### src/rtl/matrix_stream_tx_if.sv
// Matrix element stream between a transmitter (master) and a matrix IP (slave).
interface matrix_stream_tx_if #(
  parameter int DATA_WIDTH = 8
);
  logic [DATA_WIDTH-1:0] tdata;
  logic                  tvalid;
  logic                  tready;
  logic                  tlast;

  modport master (output tdata, output tvalid, output tlast, input tready);
  modport slave  (input tdata, input tvalid, input tlast, output tready);
endinterface

### src/rtl/matrix_stream_tx.sv
// Buffers a SIZE x SIZE matrix and streams it out row-major or column-major
// (on-the-fly transpose) with full backpressure and tlast on the final element.
module matrix_stream_tx #(
  parameter int SIZE       = 6,
  parameter int DATA_WIDTH = 8,
  parameter int ADDR_WIDTH = 6
) (
  input  logic                  clk,
  input  logic                  rst,
  input  logic                  wr_en,
  input  logic [ADDR_WIDTH-1:0] wr_addr,
  input  logic [DATA_WIDTH-1:0] wr_data,
  input  logic                  start,
  input  logic                  col_major,
  output logic                  busy,
  output logic                  done,
  matrix_stream_tx_if.master    out
);
  localparam int unsigned DEPTH = SIZE * SIZE;
  localparam int          CW    = (SIZE > 1) ? $clog2(SIZE) : 1;
  localparam logic [CW-1:0] LAST = CW'(SIZE - 1);

  typedef enum logic {IDLE, SEND} state_t;

  state_t                state;
  logic [DATA_WIDTH-1:0] mem [0:DEPTH-1];
  logic [CW-1:0]         row;
  logic [CW-1:0]         col;
  logic                  col_major_q;
  logic                  tvalid_q;
  logic [ADDR_WIDTH-1:0] idx;
  logic                  at_last;

  assign idx     = ADDR_WIDTH'(row) * ADDR_WIDTH'(SIZE) + ADDR_WIDTH'(col);
  assign at_last = (row == LAST) && (col == LAST);

  // Buffer is intentionally outside reset so contents survive rst; frozen while sending.
  always_ff @(posedge clk) begin
    if (state == IDLE && wr_en && (32'(wr_addr) < DEPTH)) begin
      mem[wr_addr] <= wr_data;
    end
  end

  always_ff @(posedge clk) begin
    if (rst) begin
      state       <= IDLE;
      busy        <= 1'b0;
      done        <= 1'b0;
      tvalid_q    <= 1'b0;
      row         <= '0;
      col         <= '0;
      col_major_q <= 1'b0;
    end else begin
      done <= 1'b0;
      case (state)
        IDLE: begin
          if (start) begin
            state       <= SEND;
            busy        <= 1'b1;
            tvalid_q    <= 1'b1;
            row         <= '0;
            col         <= '0;
            col_major_q <= col_major;
          end
        end
        SEND: begin
          if (out.tready) begin
            if (at_last) begin
              state    <= IDLE;
              busy     <= 1'b0;
              tvalid_q <= 1'b0;
              done     <= 1'b1;
              row      <= '0;
              col      <= '0;
            end else if (!col_major_q) begin
              if (col == LAST) begin
                col <= '0;
                row <= row + CW'(1);
              end else begin
                col <= col + CW'(1);
              end
            end else begin
              if (row == LAST) begin
                row <= '0;
                col <= col + CW'(1);
              end else begin
                row <= row + CW'(1);
              end
            end
          end
        end
        default: state <= IDLE;
      endcase
    end
  end

  // Data and tlast derive only from registered state, so they hold during stalls.
  assign out.tvalid = tvalid_q;
  assign out.tdata  = tvalid_q ? mem[idx] : '0;
  assign out.tlast  = tvalid_q && at_last;
endmodule

### src/flat_wrapper.sv
// flat-port wrapper written by rule: the top's interface ports become plain ports
module matrix_stream_tx_flat 
#(
  parameter int SIZE       = 6,
  parameter int DATA_WIDTH = 8,
  parameter int ADDR_WIDTH = 6
)
  (clk, rst, wr_en, wr_addr, wr_data, start, col_major, busy, done, out_tdata, out_tvalid, out_tlast, out_tready);
  matrix_stream_tx_if #(.DATA_WIDTH(DATA_WIDTH)) out_i ();
  input  logic clk;
  input  logic rst;
  input  logic wr_en;
  input  logic [ADDR_WIDTH-1:0] wr_addr;
  input  logic [DATA_WIDTH-1:0] wr_data;
  input  logic start;
  input  logic col_major;
  output logic busy;
  output logic done;
  output wire logic [$bits(out_i.tdata)-1:0] out_tdata;
  output wire logic [$bits(out_i.tvalid)-1:0] out_tvalid;
  output wire logic [$bits(out_i.tlast)-1:0] out_tlast;
  input wire logic [$bits(out_i.tready)-1:0] out_tready;
  assign out_tdata = out_i.tdata;
  assign out_tvalid = out_i.tvalid;
  assign out_tlast = out_i.tlast;
  assign out_i.tready = out_tready;
  matrix_stream_tx #(.SIZE(SIZE), .DATA_WIDTH(DATA_WIDTH), .ADDR_WIDTH(ADDR_WIDTH)) u_core (.clk(clk), .rst(rst), .wr_en(wr_en), .wr_addr(wr_addr), .wr_data(wr_data), .start(start), .col_major(col_major), .busy(busy), .done(done), .out(out_i));
endmodule
### config.mk
export PLATFORM = sky130hd
export DESIGN_NAME = matrix_stream_tx_flat
export DESIGN_NICKNAME = d
export VERILOG_FILES = /design/src/rtl/matrix_stream_tx_if.sv /design/src/rtl/matrix_stream_tx.sv /design/src/flat_wrapper.sv
export SDC_FILE = /design/constraint.sdc
export NUM_CORES = 1
export LEC_CHECK = 0
export ABC_CLOCK_PERIOD_IN_PS = 5850
export BUFFER_PORTS_ARGS = -buffer_cell sky130_fd_sc_hd__buf_2
export CELL_PAD_IN_SITES_DETAIL_PLACEMENT = 2
export CELL_PAD_IN_SITES_GLOBAL_PLACEMENT = 2
export CORE_MARGIN = 3
export CORE_UTILIZATION = 37
export CTS_CLUSTER_SIZE = 40
export DETAILED_ROUTE_END_ITERATION = 12
export GPL_ROUTABILITY_DRIVEN = 1
export PLACE_DENSITY_LB_ADDON = 0.1
export SETUP_SLACK_MARGIN = 0.5
export SYNTH_ARGS = -nofsm -noshare
export SYNTH_HDL_FRONTEND = slang
export SYNTH_SLANG_ARGS = --single-unit
### constraint.sdc
create_clock -name clk -period 5.85 [get_ports clk]
set_clock_uncertainty 0.2 [all_clocks]
set_input_delay 0.585 -clock clk [delete_from_list [all_inputs] [get_ports clk]]
set_output_delay 0.585 -clock clk [all_outputs]
set_load 0.01 [all_outputs]
==> metrics.md, run 1 <==
| Metric | Value |
|---|---|
| Status | `completed` |
| Setup Fix Bufs, Post-CTS | `0` |
| Sum Neg Setup Slack | `0 ns` |
| Period utilization | `roughly 87%` |
| TritonCTS clock tree | `yes` |
| Most used DFF post-synth | `edfxtp_1` |
| Dpl ws | `1.220 ns` |
| Die span in y | `186.4 µm` |
| Layout cells sized above 1 | `22.55%` |
| Die ar. | `between 30,000 and 40,000 µm²` |
| Fillers | `about 3k` |
| Drt drc | `0` |
| Setup slack after layout | `between 0.7 and 0.8 ns` |
| First-pass GRT wire length | `between 40,000 and 50,000 µm` |
| Initial antenna violation count | `0` |
| WP data arrival | `4.32 ns` |
| First DRT Iteration DRCs | `474` |
| Syn-to-layout area delta | `14.37%` |
| Syn nets | `670` |
| Final HPWL DP | `20,760 µm` |
| Final instance area | `13,770 µm²` |
| Synth warn | `0` |
| GPL Wtd Cong | `0.7395` |
| Post-layout net count | `a little over 700` |
| Num CTS Buffers | `36` |
| Vias per std cell | `around 5.4` |
| CORE AREA | `between 30,000 and 40,000 µm²` |
| PwrDens | `348.9 nW/µm²` |
| Yosys cell types | `49` |
| Port bufs | `31` |
| Count of pins over their slew limit | `0` |
| Hold Buf Count CTS | `0` |
| Sink Count | `298` |
| Clock root cell | `clkbuf_16` |
| Via count | `6,226` |
| CP max FO | `29` |
| Initial DRT Pass Iterations | `5` |
| Initial Util | `37.86%` |
| LEAKAGE | `around 4.3 nW` |
| Hold crit path type | `primary input to register` |
| Critical path class | `register to output port` |
| Peak VDD IR | `0.0002892 V` |
| WL/cell | `28.07 µm` |
| Core Rows | `65` |
| Tot GR Track Use | `18.82%` |
| Die Wd | `approximately 190 µm` |
| Vias in the first global route | `6,901` |
| Hold Fails Final Rpt | `0` |
| Total wire length | `roughly 32,000 µm` |
| Routed Antenna Nets | `0` |
| Synth async-reset ratio | `0%` |
| Synth Cell Area | `12,040 µm²` |
| GRT overflow | `0` |
| CP required | `~5 ns` |
| Register area | `8852 µm²` |
| Slew of the pin with the lowest slew margin | `1.079 ns` |
| # resized after CTS | `0` |
| Num ports | `32` |
| Pin count of the biggest net entering global routing | `51` |
| H-tree Lvls | `2` |
| FMAX | `195.7 MHz` |
| Startpoint types | `register` |
| Reg clk slew, reported paths | `0.06 ns` |
| Avg Cell Area, Syn | `between 15 and 20 µm²` |
| Max Cap Violations | `0` |
| Total Power | `around 4.8 mW` |
| Setup violators final | `0` |
| CTS max path bufs | `3` |
| Multi-input combinational cell area | `roughly 3000 µm²` |
| Number of synthesized flops with an enable pin | `288` |
| RSZ-0062 raised after global routing | `false` |
| Final min period | `5.109 ns` |
| CP endpoint kind | `output port` |
| Worst skew pair latency | `0.49 ns` |
| Core Util, Final | `a little over two fifths` |
| Seq cells post-synth | `298` |
| Dpl cell area | `12,600 µm²` |
| Register area share after synthesis | `73.49%` |
| Slew margin rel. | `27.82%` |
| Synthesized instance count | `640` |
==> metal layers <==
layer  GRT usage [%]  routed length, µm  part of all wire, %  up-vias
met3           3.006               1190                  3.7       45
li1                -                  -                    -     2715
met4           5.321                817                  2.5        0
met5               0                  0                    0        -
met2           31.81              16130                   50      130
met1           25.45              14140                   44     3336
==> sequential cells by signal, summed over array words and instances (netlist names) <==
| signal | count |
|---|---|
| u_core.mem | 288 |
| u_core.col | 3 |
| u_core.row | 3 |
| u_core.busy | 1 |
| u_core.col_major_q | 1 |
| u_core.done | 1 |
| u_core.state | 1 |
==> metrics by stage <==
step	hold WS, ns	instances
finish	0.1430	1150
global route	0.1388	1149
CTS	0.1293	1149
detailed placement	0.3292	1085
global placement	0.2930	1085
floorplan	0.2653	640
==> synthesized netlist by cell type, types with 7 or more instances <==
cell type,count,area [µm²]
buf_2,10,50.05
o22ai_1,13,81.33
a211o_1,7,61.31
a21oi_1,13,65.06
mux4_2,54,1216
o221ai_1,16,140.1
nor3_1,11,55.05
dfxtp_1,10,200.2
nand3b_1,7,52.55
nor2_1,55,206.5
ha_1,8,100.1
mux2i_1,39,390.4
nand3_1,9,45.04
edfxtp_1,288,8648
buf_6,9,101.4
nand2_1,19,71.32
inv_1,9,33.78
==> layout make-up <==
class	instances	share of cell area, %
sequential	298	64.28
multi-input combinational	305	21.42
clock buffer	40	6.805
tap	435	3.952
clock inverter	24	1.672
timing repair buffer	38	1.599
inverter	9	0.2453
antenna	1	0.01817
==> worst paths after layout <==
path,startpoint,to,slack (ns),cells past startpoint
max,u_core.row[1]$_SDFFE_PP0P_,out_tdata[3],0.74,10
min,col_major,u_core.col_major_q$_SDFFE_PP0P_,0.14,3
max reg2reg,u_core.state$_SDFF_PP0_,u_core.mem[4][5]$_DFFE_PP_,3.30,3
min reg2reg,u_core.col[1]$_SDFFE_PP0P_,u_core.col[1]$_SDFFE_PP0P_,0.33,2
==> cell families after synthesis <==
logic type	synth area share [%]
buffers and inverters	2.047
DFF	73.49
adders and majority gates	1.164
xor gates and xnor gates	0.4157
muxes	13.34
AOI/OAI and AO/OA	4.708
and+or+nand+nor	4.832
==> critical path, cell delays in order (launching register included) <==
cell and delay, ns:
dfxtp_1 0.38, inv_1 0.12, ha_1 0.31, inv_1 0.07, fa_2 1.15, nand2_1 0.36, o221ai_1 0.34, o22ai_1 0.15
a211oi_1 0.60, a211o_1 0.19, buf_2 0.14
==> where the power goes <==
group	internal [mW]	leakage (nW)	switching (mW)
Combinational	0.0863	1.04	0.146
Sequential	2.35	2.67	0.0170
Clock	1.33	0.566	0.874
Total	3.77	4.28	1.04
==> cell usage in the layout (no fill, tap or decap), drive strengths merged, types with 2 or more instances in the layout <==
cell	synthesis	routed
a21oi	13	13
a211oi	3	3
nand2	19	19
and2	2	2
mux2i	39	39
nand3b	7	7
clkinvlp	0	4
a211o	7	7
inv	9	11
clkinv	0	14
xor2	2	2
clkbuf	3	40
a31oi	5	5
dfxtp	10	10
mux4	54	54
edfxtp	288	288
fa	2	2
o21ai	4	4
ha	8	8
nor2b	3	3
buf	25	38
or3b	2	2
a21o	2	2
o221ai	17	17
nor3	13	13
nand3	9	9
nor2	55	55
a22oi	4	4
xnor2	2	2
or3	2	2
o22ai	13	13
nand2b	5	5
bufinv	0	4
(Power assumes the default switching activity.)
==> run 2: changes to the inputs <==
Settings changed: ABC_CLOCK_PERIOD_IN_PS 5850 to 4200, CORE_ASPECT_RATIO from default to 0.75, HOLD_SLACK_MARGIN from default to 0.06.
Clock period 5.85 ns to 4.2 ns, I/O delays scaled along.
==> metrics.md, run 2 (same netlist as run 1, synthesis figures left out) <==
| Metric | Value |
|---|---|
| Core Rows | `56 (was 65)` |
| Vias in the first global route | `7,202 (was 6,901)` |
| Hold path depth | `1 (was 3)` |
| Die span in y | `162.2 µm (was 186.4 µm)` |
| Hold Fails Final Rpt | `0 (unchanged)` |
| Pin count of the biggest net entering global routing | `40 (was 51)` |
| First-pass GRT wire length | `51,200 µm (was 48,270 µm)` |
| Largest regs | `u_core.mem x288, u_core.col x3, u_core.row x3 (unchanged)` |
| GPL Wtd Cong | `0.7922 (was 0.7395)` |
| Final instance area | `14,560 µm² (was 13,770 µm²)` |
| Final min period | `3.974 ns` |
| Slew margin rel. | `25.09% (was 27.82%)` |
| Count of pins over their slew limit | `0 (unchanged)` |
| Largest register FFs | `288 (unchanged)` |
| Post-layout net count | `768 (was 718)` |
| Slew of the pin with the lowest slew margin | `1.119 ns (was 1.079 ns)` |
| CP max FO | `8 (was 29)` |
| First DRT Iteration DRCs | `583 (was 474)` |
| Die Wd | `214.3 µm (was 186.4 µm)` |
| Core Util, Final | `45.98% (was 43.31%)` |
| WHS Endpoint | `u_core.mem[32][3]$_DFFE_PP_ (was u_core.col_major_q$_SDFFE_PP0P_)` |
| Startpoint types | `register (unchanged)` |
| CP endpoint kind | `output port (unchanged)` |
| PwrDens | `431.5 nW/µm² (was 348.9 nW/µm²)` |
| Max Cap Violations | `0 (unchanged)` |
| TritonCTS clock tree | `yes (unchanged)` |
| Total Power | `6.283 mW (was 4.804 mW)` |
| Period utilization | `94.62%` |
| Reg2reg setup slack | `1.78 ns (was 3.30 ns)` |
| Tot GR Track Use | `20.26% (was 18.82%)` |
| Setup violators final | `0 (unchanged)` |
| Num CTS Buffers | `31 (was 36)` |
| CORE AREA | `31,670 µm² (was 31,800 µm²)` |
| CP required | `3.58 ns (was 5.07 ns)` |
| WP data arrival | `3.35 ns (was 4.32 ns)` |
| Status | `completed (unchanged)` |
| Hold crit path type | `primary input to register (unchanged)` |
| Sum Neg Setup Slack | `0 ns (unchanged)` |
| Fillers | `2,915 (was 2,942)` |
| Drt drc | `0 (unchanged)` |
| Via count | `6,649 (was 6,226)` |
| Critical path class | `register to output port (unchanged)` |
| Hold Startpoint | `wr_data[3] (was col_major)` |
| Final HPWL DP | `22,300 µm (was 20,760 µm)` |
| Syn-to-layout area delta | `20.94% (was 14.37%)` |
| Die ar. | `34,760 µm² (was 34,740 µm²)` |
| Initial DRT Pass Iterations | `5 (unchanged)` |
| Initial antenna violation count | `3 (was 0)` |
| LEAKAGE | `4.573 nW (was 4.278 nW)` |
| Dpl cell area | `12,730 µm² (was 12,600 µm²)` |
| Routed Antenna Nets | `0 (unchanged)` |
| Total wire length | `35,220 µm (was 32,280 µm)` |
| GRT overflow | `0 (unchanged)` |
| H-tree Lvls | `1 (was 2)` |
| Port bufs | `31 (unchanged)` |
| Clock root cell | `clkbuf_16 (unchanged)` |
| CTS max path bufs | `3 (unchanged)` |
| Layout cells sized above 1 | `33.33% (was 22.55%)` |
| Biggest register | `u_core.mem (unchanged)` |
| RSZ-0062 raised after global routing | `true (was false)` |
| Initial Util | `38.02% (was 37.86%)` |
| Reg2Reg Depth | `3 (unchanged)` |
| FF-to-FF End | `u_core.mem[20][4]$_DFFE_PP_ (was u_core.mem[4][5]$_DFFE_PP_)` |
| Commonest non-fill, non-tap cell in the layout | `edfxtp_1 (unchanged)` |
| Inserted Diodes | `0 (was 1)` |
| WL/cell | `29.43 µm (was 28.07 µm)` |
| Sink Count | `298 (unchanged)` |
| Worst skew pair latency | `0.57 ns (was 0.49 ns)` |
| Vias per std cell | `5.555 (was 5.414)` |
| Num ports | `32 (unchanged)` |
| Reg-to-Reg Start | `u_core.state$_SDFF_PP0_ (unchanged)` |
| Worst hold slack | `0.2796 ns (was 0.1430 ns)` |
| Peak VDD IR | `0.0002903 V (was 0.0002892 V)` |
| Most frequent cells in the layout | `edfxtp_1 (288), mux4_2 (54), nor2_1 (54), mux2i_1 (38), buf_4 (34) (was edfxtp_1 (288), nor2_1 (55), mux4_2 (54), mux2i_1 (39), clkbuf_16 (37))` |
| FMAX | `251.6 MHz` |
| Reg clk slew, reported paths | `0.07 ns (was 0.06 ns)` |
[run 2: cell types whose count changed in the layout (fill, tap and decap cells not counted), moves of 5 or more]
cell           previous run  this run
o221ai_2                  1        10
o221ai_4                  0         5
buf_12                    1         9
o22ai_2                   0         6
clkbuf_16                37        31
o22ai_1                  13         6
nor3_1                   11         6
o221ai_1                 16         2
dlygate4sd3_1             0         6
buf_4                     6        34
buf_6                     0         8
[run 2: area by class of cell]
class | count | area (µm²) | area share [%]
sequential | 298 | 8860 | 60.84
inverter | 9 | 38.79 | 0.2664
clock inverter | 23 | 138.9 | 0.9538
multi-input combinational | 307 | 3395 | 23.31
timing repair buffer | 91 | 798.3 | 5.482
tap | 435 | 544.3 | 3.738
clock buffer | 34 | 787.0 | 5.405
[run 2: worst max-delay path by stage]
stage / from / end / slack (ns)
4_1_cts: u_core.row[1]$_SDFFE_PP0P_ / out_tdata[4] / 0.21
3_3_place_gp: u_core.row[1]$_SDFFE_PP0P_ / out_tdata[1] / 0.16
2_1_floorplan: u_core.row[1]$_SDFFE_PP0P_ / out_tdata[1] / 1.07
3_5_place_dp: u_core.row[1]$_SDFFE_PP0P_ / out_tdata[2] / 0.02
6_report: u_core.row[0]$_SDFFE_PP0P_ / out_tdata[0] / 0.23
5_1_grt: u_core.row[0]$_SDFFE_PP0P_ / out_tdata[0] / 0.14
[run 2: report_power, final]
group	internal (mW)	total, mW	switching (mW)
sequential	3.27	3.28	0.0138
clock	1.40	2.57	1.16
combinational	0.179	0.434	0.256
total	4.85	6.28	1.43
[run 2: metal layers]
layer | GRT usage (%) | wire length, µm | part of all wire [%]
met4 | 4.382 | 720 | 2.0
met1 | 29.21 | 16370 | 46
met2 | 31.57 | 16200 | 46
met3 | 4.863 | 1925 | 5.5
met5 | 0 | 7 | 0.020
[run 2: stage by stage]
step	instances	worst slack, ns
after floorplan	640	1.068
after global placement	1102	0.1559
after detailed placement	1102	0.02207
after CTS	1187	0.2134
after global routing	1197	0.1371
final	1197	0.2261
[run 2: repair_timing]
item | 4_1_cts | 5_1_grt
pin swaps | 17 | 18
gates resized for setup | 76 | 25
setup endpoints to repair | 8 | 8
hold endpoints to repair | 10 | 0
gates cloned | 1 | 2
hold buffers | 6 | 0
setup buffers | 21 | 8
[run 2: worst max-delay path, cell delays in order (launching register included)]
cell and delay [ns]:
dfxtp_4 0.41, ha_4 0.14, inv_1 0.05, fa_2 0.66
xnor2_2 0.14, buf_6 0.19, buf_12 0.15, o221ai_1 0.19
o22ai_1 0.30, nor3_2 0.08, a211o_1 0.31, buf_2 0.15
==> run 3: changes to the inputs <==
Settings changed: ABC_AREA from default to 1.
==> metrics.md, run 3 <==
| Metric | Value |
|---|---|
| Status | `completed (unchanged)` |
| Num ports | `32 (unchanged)` |
| Reg2Reg Depth | `5 (was 3)` |
| Largest register FFs | `288 (unchanged)` |
| Fillers | `3,297 (was 2,915)` |
| Count of pins over their slew limit | `0 (unchanged)` |
| Layout cells sized above 1 | `13.80% (was 33.33%)` |
| Syn-to-layout area delta | `16.88% (was 20.94%)` |
| Via count | `8,519 (was 6,649)` |
| Commonest non-fill, non-tap cell in the layout | `nand2_1 (was edfxtp_1)` |
| CP max FO | `16 (was 8)` |
| Die span in y | `165 µm (was 162.2 µm)` |
| Synth top cells by count | `nand2_1 (320), edfxtp_1 (288), nand3_1 (258), nor2_1 (48), inv_1 (38) (was edfxtp_1 (288), nor2_1 (55), mux4_2 (54), mux2i_1 (39), nand2_1 (19))` |
| Yosys cell types | `27 (was 49)` |
| Register area | `8861 µm² (was 8860 µm²)` |
| TritonCTS clock tree | `yes (unchanged)` |
| Hold crit path type | `primary input to register (unchanged)` |
| Number of synthesized flops with an enable pin | `288 (unchanged)` |
| Total wire length | `40,680 µm (was 35,220 µm)` |
| RSZ-0062 raised after global routing | `true (unchanged)` |
| Post-layout net count | `1,145 (was 768)` |
| CP endpoint kind | `output port (unchanged)` |
| Synth warn | `0 (unchanged)` |
| Final HPWL DP | `24,830 µm (was 22,300 µm)` |
| Die Wd | `218 µm (was 214.3 µm)` |
| Slew of the pin with the lowest slew margin | `1.030 ns (was 1.119 ns)` |
| Max Cap Violations | `0 (unchanged)` |
| Sink Count | `298 (unchanged)` |
| WL/cell | `25.75 µm (was 29.43 µm)` |
| FF-to-FF End | `u_core.mem[28][4]$_DFFE_PP_ (was u_core.mem[20][4]$_DFFE_PP_)` |
| Multi-input combinational cell area | `3437 µm² (was 3395 µm²)` |
| Uppermost routed layer | `met4 (was met5)` |
| Total Power | `6.636 mW (was 6.283 mW)` |
| First DRT Iteration DRCs | `656 (was 583)` |
| Pin count of the biggest net entering global routing | `147 (was 40)` |
| Reg-to-Reg Start | `u_core.state$_SDFF_PP0_ (unchanged)` |
| Ranking of synthesized cells by area | `edfxtp_1 (69%), nand3_1 (10%), nand2_1 (9.6%) (was edfxtp_1 (72%), mux4_2 (10%), mux2i_1 (3.2%))` |
| Num CTS Buffers | `31 (unchanged)` |
| LEAKAGE | `5.239 nW (was 4.573 nW)` |
| Initial Util | `38.02% (about the same)` |
| Initial DRT Pass Iterations | `6 (was 5)` |
| WP data arrival | `2.99 ns (was 3.35 ns)` |
| Avg Cell Area, Syn | `11.55 µm² (was 18.81 µm²)` |
| Seq cells post-synth | `298 (unchanged)` |
| Worst skew pair latency | `0.57 ns (about the same)` |
| Die ar. | `35,970 µm² (was 34,760 µm²)` |
| Inserted Diodes | `0 (unchanged)` |
| FMAX | `276.7 MHz (was 251.6 MHz)` |
| Drt drc | `0 (unchanged)` |
| CORE AREA | `32,810 µm² (was 31,670 µm²)` |
| Final min period | `3.614 ns (was 3.974 ns)` |
| Most used DFF post-synth | `edfxtp_1 (unchanged)` |
| Largest regs | `u_core.mem x288, u_core.col x3, u_core.row x3 (unchanged)` |
| First-pass GRT wire length | `60,130 µm (was 51,200 µm)` |
| Sum Neg Setup Slack | `0 ns (unchanged)` |
| Leading area contributor after synthesis | `edfxtp_1 (unchanged)` |
| Initial antenna violation count | `0 (was 3)` |
| Met1 Wirelength | `18,490 µm (was 16,370 µm)` |
| Reg clk slew, reported paths | `0.06 ns (was 0.07 ns)` |
| Peak VDD IR | `0.0002996 V (was 0.0002903 V)` |
| Yosys top cell area share | `69.34% (was 71.83%)` |
| Register area share after synthesis | `70.95% (was 73.49%)` |
| Most numerous cell in the Yosys netlist | `nand2_1 (was edfxtp_1)` |
| Worst setup path startpoint | `u_core.row[1]$_SDFFE_PP0P_ (was u_core.row[0]$_SDFFE_PP0P_)` |
| Synth Cell Area | `12,470 µm² (was 12,040 µm²)` |
| GPL Wtd Cong | `0.8070 (was 0.7922)` |
| Core Rows | `57 (was 56)` |
| Routed wire length on met2 | `19,080 µm (was 16,200 µm)` |
| Most frequent cells in the layout | `nand2_1 (320), edfxtp_1 (288), nand3_1 (224), nor2_1 (47), inv_1 (36) (was edfxtp_1 (288), mux4_2 (54), nor2_1 (54), mux2i_1 (38), buf_4 (34))` |
| Port bufs | `31 (unchanged)` |
| CP required | `3.58 ns (about the same)` |
| Tot GR Track Use | `22.76% (was 20.26%)` |
| GRT overflow | `0 (unchanged)` |
| Startpoint types | `register (unchanged)` |
| Slew margin rel. | `31.06% (was 25.09%)` |
| CTS max path bufs | `3 (unchanged)` |
| Syn nets | `1,110 (was 670)` |
| Setup violators final | `0 (unchanged)` |
| Routed wl met3 | `2107 µm (was 1925 µm)` |
| Synthesized instance count | `1,080 (was 640)` |
| Reg2reg setup slack | `1.33 ns (was 1.78 ns)` |
| PwrDens | `455.2 nW/µm² (was 431.5 nW/µm²)` |
| Hold Fails Final Rpt | `0 (unchanged)` |
| Vias per std cell | `5.392 (was 5.555)` |
| Vias in the first global route | `9,104 (was 7,202)` |
| Synth async-reset ratio | `0% (unchanged)` |
| Biggest register | `u_core.mem (unchanged)` |
| Period utilization | `86.04% (was 94.62%)` |
| H-tree Lvls | `1 (unchanged)` |
| Setup crit end | `out_tdata[0] (unchanged)` |
| Clock root cell | `clkbuf_16 (unchanged)` |
| Routed Antenna Nets | `0 (unchanged)` |
| Critical path class | `register to output port (unchanged)` |
-- run 3: area by class of cell --
type	instances	area share, %
Clock buffer	42	5.879
Multi-Input combinational cell	681	23.58
Sequential cell	298	60.78
Timing Repair Buffer	60	3.828
Tap cell	442	3.794
Clock inverter	14	0.9699
Inverter	43	1.167
-- run 3: how the worst min path moves through the flow --
stage	from	to	slack, ns	depth (start not counted)
6_report	wr_data[5]	u_core.mem[35][5]$_DFFE_PP_	0.27	1
5_1_grt	wr_data[4]	u_core.mem[23][4]$_DFFE_PP_	0.29	1
4_1_cts	wr_data[3]	u_core.mem[2][3]$_DFFE_PP_	0.26	1
3_5_place_dp	u_core.col_major_q$_SDFFE_PP0P_	u_core.col_major_q$_SDFFE_PP0P_	0.28	2
3_3_place_gp	u_core.col_major_q$_SDFFE_PP0P_	u_core.col_major_q$_SDFFE_PP0P_	0.27	2
2_1_floorplan	u_core.col_major_q$_SDFFE_PP0P_	u_core.col_major_q$_SDFFE_PP0P_	0.24	2
-- run 3: cells by family after synthesis --
family / share of synthesized area [%]
fa+ha+maj: 1.124
buf+inv: 3.471
flops: 70.95
simple gates: 21.89
compound gates: 1.736
xor+xnor: 0.8327
-- run 3: through the flow --
stage | utilization, % | instance area, µm² | std cells | setup slack, ns | hold WS [ns]
after global placement | 39.90 | 13090 | 1511 | 0.8847 | 0.2726
after CTS | 43.96 | 14420 | 1578 | 0.4937 | 0.2610
after detailed placement | 39.90 | 13090 | 1511 | 0.8158 | 0.2753
after global routing | 44.44 | 14580 | 1580 | 0.4672 | 0.2919
after floorplan | - | 12470 | 1080 | 1.365 | 0.2435
final | 44.44 | 14580 | 1580 | 0.5862 | 0.2698
-- run 3: layer usage --
layer / up-vias / global-route usage (%)
met5: - / 0
met3: 51 / 4.984
met1: 4434 / 31.31
met2: 162 / 37.05
li1: 3872 / -
met4: 0 / 5.570
-- run 3: timing repair --
action                     in CTS  in global routing
resized for setup              43                 23
setup endpoints to repair       8                  8
hold endpoints to repair        8                  0
cloned                          1                  2
pin swaps                       6                  4
buffers inserted                6                  0
hold buffers                    4                  0
-- run 3: critical path: stages (launching register included) --
cell and delay, ns:
dfxtp_4 0.38, inv_2 0.07, ha_4 0.27, inv_1 0.06
fa_2 0.63, buf_12 0.19, nand3_1 0.20, nand3_2 0.15
nand3_1 0.08, nand3_1 0.11, nand2_1 0.07, inv_1 0.07
buf_2 0.14
-- run 3: where the power goes --
group / total, mW / switching, mW / internal (mW) / leakage (nW)
Clock: 2.76 / 1.16 / 1.60 / 0.491
Combinational: 0.602 / 0.434 / 0.168 / 2.08
Sequential: 3.27 / 0.00889 / 3.27 / 2.67
Total: 6.64 / 1.60 / 5.03 / 5.24
